**config.mk**
```make
export PLATFORM = sky130hd
export DESIGN_NAME = prog_loader
export DESIGN_NICKNAME = d
export VERILOG_FILES = /design/src/rtl/prog_loader.sv
export SDC_FILE = /design/constraint.sdc
export NUM_CORES = 1
export LEC_CHECK = 0
export CORE_MARGIN = 1
export CORE_UTILIZATION = 47
export CTS_BUF_LIST = sky130_fd_sc_hd__clkbuf_2 sky130_fd_sc_hd__clkbuf_4 sky130_fd_sc_hd__clkbuf_8
export CTS_CLUSTER_SIZE = 24
export DETAILED_ROUTE_END_ITERATION = 7
export GPL_TIMING_DRIVEN = 0
export HOLD_SLACK_MARGIN = 0.06
export PLACE_DENSITY = 0.85
export SYNTH_ARGS = -nofsm -noshare
export SYNTH_HDL_FRONTEND = slang
export SYNTH_SLANG_ARGS = --single-unit
```
**constraint.sdc**
```tcl
create_clock -name clk -period 2.14 [get_ports clk]
set_input_delay 0.321 -clock clk [delete_from_list [all_inputs] [get_ports clk]]
set_output_delay 0.321 -clock clk [all_outputs]
set_load 0.05 [all_outputs]
```
**src/rtl/prog_loader.sv**
```systemverilog
`default_nettype none
// =============================================================================
// Module : prog_loader
// Brief  : Zero-fills instruction memory, streams a program into it, releases
//          the CPU from reset and stops it on a halt self-loop or a timeout.
// Rev    : 1.0
// =============================================================================
module prog_loader #(
    parameter int               XLEN      = 32,
    parameter int               DEPTH     = 1024,
    parameter int               RST_HOLD  = 4,
    parameter int               TIMEOUT   = 250,
    parameter logic [XLEN-1:0]  HALT_WORD = 32'h0000006f,
    parameter int               HALT_CNT  = 3,
    localparam int              AW        = $clog2(DEPTH)
) (
    input  logic            clk,
    input  logic            rst,
    input  logic            start,
    input  logic            ld_valid,
    output logic            ld_ready,
    input  logic [XLEN-1:0] ld_data,
    input  logic            ld_last,
    output logic            mem_we,
    output logic [AW-1:0]   mem_addr,
    output logic [XLEN-1:0] mem_wdata,
    output logic            cpu_rst,
    input  logic            if_valid,
    input  logic [XLEN-1:0] if_instr,
    output logic            busy,
    output logic            done,
    output logic            timeout,
    output logic            ovf,
    output logic [31:0]     cycles,
    output logic [AW:0]     words
);

    localparam int AW1 = AW + 1;
    localparam int HW  = $clog2(HALT_CNT + 1);
    localparam int RW  = (RST_HOLD > 1) ? $clog2(RST_HOLD) : 1;

    localparam logic [2:0] c_IDLE    = 3'd0;
    localparam logic [2:0] c_CLEAR   = 3'd1;
    localparam logic [2:0] c_LOAD    = 3'd2;
    localparam logic [2:0] c_RELEASE = 3'd3;
    localparam logic [2:0] c_RUN     = 3'd4;
    localparam logic [2:0] c_DONE    = 3'd5;

    localparam logic [AW-1:0] c_LAST_ADDR = AW'(DEPTH - 1);
    localparam logic [AW:0]   c_LAST_WORD = AW1'(DEPTH - 1);
    localparam logic [RW-1:0] c_HOLD_LAST = RW'(RST_HOLD - 1);
    localparam logic [HW-1:0] c_HALT_CNT  = HW'(HALT_CNT);
    localparam logic [31:0]   c_TIMEOUT   = 32'(TIMEOUT);

    logic [2:0]      r_state;
    logic [2:0]      w_next;
    logic [AW-1:0]   r_clr;
    logic [AW:0]     r_words;
    logic [RW-1:0]   r_hold;
    logic [HW-1:0]   r_hcnt;
    logic [31:0]     r_cycles;
    logic            r_timeout;
    logic            r_ovf;
    logic            r_mem_we;
    logic [AW-1:0]   r_mem_addr;
    logic [XLEN-1:0] r_mem_wdata;

    logic w_hs;
    logic w_load_end;
    logic w_halt_hit;
    logic w_to;

    assign w_hs       = ld_valid && (r_state == c_LOAD);
    assign w_load_end = w_hs && (ld_last || (r_words == c_LAST_WORD));
    // Halt fires on the observation that completes the run of HALT_CNT.
    assign w_halt_hit = if_valid && (if_instr == HALT_WORD) && ((r_hcnt + 1'b1) == c_HALT_CNT);
    assign w_to       = (r_cycles >= c_TIMEOUT);

    always_ff @(posedge clk or negedge rst) begin
        if (!rst) begin
            r_state <= c_IDLE;
        end else begin
            r_state <= w_next;
        end
    end

    always_comb begin
        w_next = r_state;
        case (r_state)
            c_IDLE, c_DONE: if (start)                   w_next = c_CLEAR;
            c_CLEAR:        if (r_clr == c_LAST_ADDR)    w_next = c_LOAD;
            c_LOAD:         if (w_load_end)              w_next = c_RELEASE;
            c_RELEASE:      if (r_hold == c_HOLD_LAST)   w_next = c_RUN;
            c_RUN:          if (w_halt_hit || w_to)      w_next = c_DONE;
            default:                                     w_next = c_IDLE;
        endcase
    end

    always_comb begin
        ld_ready = 1'b0;
        busy     = 1'b0;
        cpu_rst  = 1'b1;
        done     = 1'b0;
        case (r_state)
            c_CLEAR, c_RELEASE: busy = 1'b1;
            c_LOAD: begin
                busy     = 1'b1;
                ld_ready = 1'b1;
            end
            c_RUN: begin
                busy    = 1'b1;
                cpu_rst = 1'b0;
            end
            c_DONE: begin
                cpu_rst = 1'b0;
                done    = 1'b1;
            end
            default: ;
        endcase
    end

    always_ff @(posedge clk or negedge rst) begin
        if (!rst) begin
            r_clr       <= '0;
            r_words     <= '0;
            r_hold      <= '0;
            r_hcnt      <= '0;
            r_cycles    <= '0;
            r_timeout   <= 1'b0;
            r_ovf       <= 1'b0;
            r_mem_we    <= 1'b0;
            r_mem_addr  <= '0;
            r_mem_wdata <= '0;
        end else begin
            r_mem_we <= 1'b0;
            case (r_state)
                c_IDLE, c_DONE: begin
                    if (start) begin
                        r_clr     <= '0;
                        r_words   <= '0;
                        r_hold    <= '0;
                        r_hcnt    <= '0;
                        r_cycles  <= '0;
                        r_timeout <= 1'b0;
                        r_ovf     <= 1'b0;
                    end
                end
                c_CLEAR: begin
                    r_mem_we    <= 1'b1;
                    r_mem_addr  <= r_clr;
                    r_mem_wdata <= '0;
                    r_clr       <= r_clr + 1'b1;
                end
                c_LOAD: begin
                    if (w_hs) begin
                        r_mem_we    <= 1'b1;
                        r_mem_addr  <= r_words[AW-1:0];
                        r_mem_wdata <= ld_data;
                        r_words     <= r_words + 1'b1;
                        if (!ld_last && (r_words == c_LAST_WORD))
                            r_ovf <= 1'b1;
                    end
                end
                c_RELEASE: begin
                    // Preload so the first RUN cycle already reports 1.
                    if (r_hold == c_HOLD_LAST)
                        r_cycles <= 32'd1;
                    r_hold <= r_hold + 1'b1;
                end
                c_RUN: begin
                    if (if_valid)
                        r_hcnt <= (if_instr == HALT_WORD) ? r_hcnt + 1'b1 : '0;
                    if (w_halt_hit)
                        r_timeout <= 1'b0;
                    else if (w_to)
                        r_timeout <= 1'b1;
                    else if (r_cycles != 32'hFFFF_FFFF)
                        r_cycles <= r_cycles + 32'd1;
                end
                default: ;
            endcase
        end
    end

    assign mem_we    = r_mem_we;
    assign mem_addr  = r_mem_addr;
    assign mem_wdata = r_mem_wdata;
    assign timeout   = r_timeout;
    assign ovf       = r_ovf;
    assign cycles    = r_cycles;
    assign words     = r_words;

endmodule
`default_nettype wire

```
==> flow_summary.yaml <==
clock_network:
  cts_root_buf: "clkbuf_8"
  cts_tree: "yes"
  clk_path_buf_depth: 2
  cts_buffers: 9
  clkSinkCount: 105
  insertion_delay_ps: 360
  cts_max_level: 3
  clk_pin_slew_ps: 110
flow_run:
  cap_violations: 0
synth:
  ys_ff_latch: 105
  synth_top_cells_by_count: "105 x dfrtp_1, 104 x nand2_1, 65 x o21ai_0, 27 x nor2_1, 25 x and2_1"
  synth-seq-area-share_pct: 54.6
  synth_ff_type: "dfrtp_1"
  yosys-top-cells-area: "dfrtp_1 55%, nand2_1 8.1%, o21ai_0 6.8%, and2_1 3.2%, mux2i_1 2.9%"
  synth.most_common_cell: "dfrtp_1"
  async_flop_share_pct: 100
  synthesis.nets: 584
  synth_edf_count: 0
  synth_largest_area_cell: "dfrtp_1"
  synthDistinctLibCells: 46
  yosysWarnings: 0
  synth_top_area_share_pct: 54.6
  synth_area_um2: 4810
  syn_area_per_cell_um2: 9.48
  synthCells: 508
place:
  portBuffers: 161
  placed_area_um2: 6620
  place_congestion: 0.845
  dpl_worst_slack_ps: -483
  dp_hpwl_mm: 9.60
  place_inst: 803
final_layout:
  fin_util_pct: 71.2
  finalInstanceArea_um2: 7020
  syn_to_final_growth_pct: 45.8
  antenna_cells: 0
  drive_gt1_share_pct: 10.9
  fillers: 683
  finalNonFillerCells: 831
  nets: 769
global_routing:
  grt_pass1_vias: 4168
  track_usage_pct: 23.8
  grt_max_degree: 59
  antenna_found_initial: 0
  gr-total-overflow: 0
  grt_pass1_wl_mm: 19.6
route:
  routedWlPerCell_um: 15.7
  drtPass1Iterations: 6
  vias_per_cell: 5.55
  drt_iter0_drc: 276
  drc_errors: 0
  final_antenna_net_count: 0
  routed_wl_mm: 13.0
  via_count: 4613
critical_path:
  critPathSlowestCell: "or4_4"
  critPathArrivalTime_ps: 2380
  worstPathBufferInverterCount: 0
  path_depth: 6
  cp-start-kind: "flip-flop"
  rr_startpoint: "cycles[1]"
  rr_endpoint: "cycles[5]"
  crit_chain: "ha_1 > o311a_1 > nor3_4 > a21oi_4 > or4_4 > a21oi_2"
  endpoint_kind: "flip-flop"
  slowest_delay_ps: 520
  r2r_cells: 6
  path_class: "reg2reg"
  reg2reg_slack_ps: 60
  required_ps: 2440
  crit_family: "simple AND/OR/NAND/NOR gates"
  crit_fanout: 6
hold_path:
  hold_depth: 2
  worstHoldStart: "mem_wdata[13]"
  hold_path_class: "reg2reg"
  min_to: "mem_wdata[13]"
sta:
  setup_violations: 0
  max_freq_mhz: 480
  tightestPinTransition_ps: 767
  period_share_pct: 97.4
  final-hold-violation-count: 0
  finalWorstSetupSlack_ps: 55.4
  rsz0062_at_grt: "true"
  slew_headroom_pct: 48.9
  slew_viol_final: 0
  finalClockSkew_ps: 18.6
  whs_ps: 486
  tns_ps: 0
  min_period_ps: 2080
floorplanning:
  boundaryPins: 162
  core_area_um2: 9860
  start_util_pct: 48.8
  num_rows: 36
  die_area_um2: 10700
  dieHeight_um: 103
  die_w_um: 103
status:
  status: "finished, final reports clean"
pwr:
  total_power_mw: 5.02
  p_leak_nw: 3.04
  peakVddDrop_mv: 0.587
  powerDensity_nw_per_um2: 716
cells by family after synthesis:
kind of cell | after synthesis | share of synthesized area [%]
xor gates and xnor gates | 9 | 1.64
DFF | 105 | 54.6
muxes | 14 | 2.91
buffers and inverters | 35 | 2.99
AOI/OAI and AO/OA | 102 | 12.3
and+or+nand+nor | 236 | 23.8
adders and majority gates | 7 | 1.79
where the power goes:
| group | internal, mW | switching, mW | total (mW) |
|---|---|---|---|
| combinational | 0.534 | 0.916 | 1.45 |
| sequential | 2.18 | 0.195 | 2.37 |
| clock | 0.507 | 0.694 | 1.20 |
| total | 3.22 | 1.81 | 5.02 |
routing by layer:
layer  vias up  routed length, um  track usage, %
li1       2153                  -               -
met1      2212               5260            29.4
met2       219               6490            41.0
met3        29                973            5.04
met4         0                287            9.32
met5         -                  0               0
worst max-delay path by stage:
stage / startpoint / end / slack, ps
finish: cycles[1] / cycles[5] / 60
global route: r_state[1] / words[9] / -60
CTS: cycles[1] / cycles[0] / 1
detailed placement: r_state[0] / ld_ready / -480
global placement: rst / cycles[0] / -3410
floorplan: cycles[15] / cycles[0] / 30
sequential cells by signal, indices dropped and copies added, names as in the netlist:
| name | flops |
|---|---|
| r_hcnt | 2 |
| r_clr | 10 |
| r_hold | 2 |
| words | 11 |
| timeout | 1 |
| mem_wdata | 32 |
| mem_we | 1 |
| ovf | 1 |
| mem_addr | 10 |
| cycles | 32 |
| r_state | 3 |
worst min-delay path: stages, from the launching register on:
cell and delay (ps):
dfrtp_1 350, nand2_1 40, o21ai_0 60
cells in the final DEF, fill, tap and decap left out, types with 7 or more instances in the layout:
master           Yosys  routed
clkdlybuf4s50_1      0     156
nand2_1            104     104
dfrtp_1            105     102
o21ai_0             65      65
nor2_1              27      25
and2_1              25      25
nand4_1             16      16
nand3_1             15      15
mux2i_1             14      14
buf_4                1      13
clkbuf_8             0      11
a21oi_1             14      10
and3_1               9       9
clkbuf_1            14       9
inv_1                8       8
nor4_1              14       8
buf_2                7       7
repair_timing:
item                                    CTS  global route
cloned                                    0             0
pin swaps                                 1             5
setup buffers                             2             9
hold endpoints to repair                 34             0
endpoints found under the setup margin   11            26
hold buffers                              1             0
resized for setup                        23            26
cell type report:
type	instances	area [um2]	share of cell area (%)
repair buffers	174	1720	24.5
clock inverters	5	46.3	0.660
clock buffers	11	151	2.16
multi-input cells	368	2140	30.5
inverters	11	43.8	0.624
flip-flops and latches	105	2630	37.5
well taps	133	166	2.37
plain buffers	24	118	1.68
Note: power is estimated with default switching activity, not from simulation.
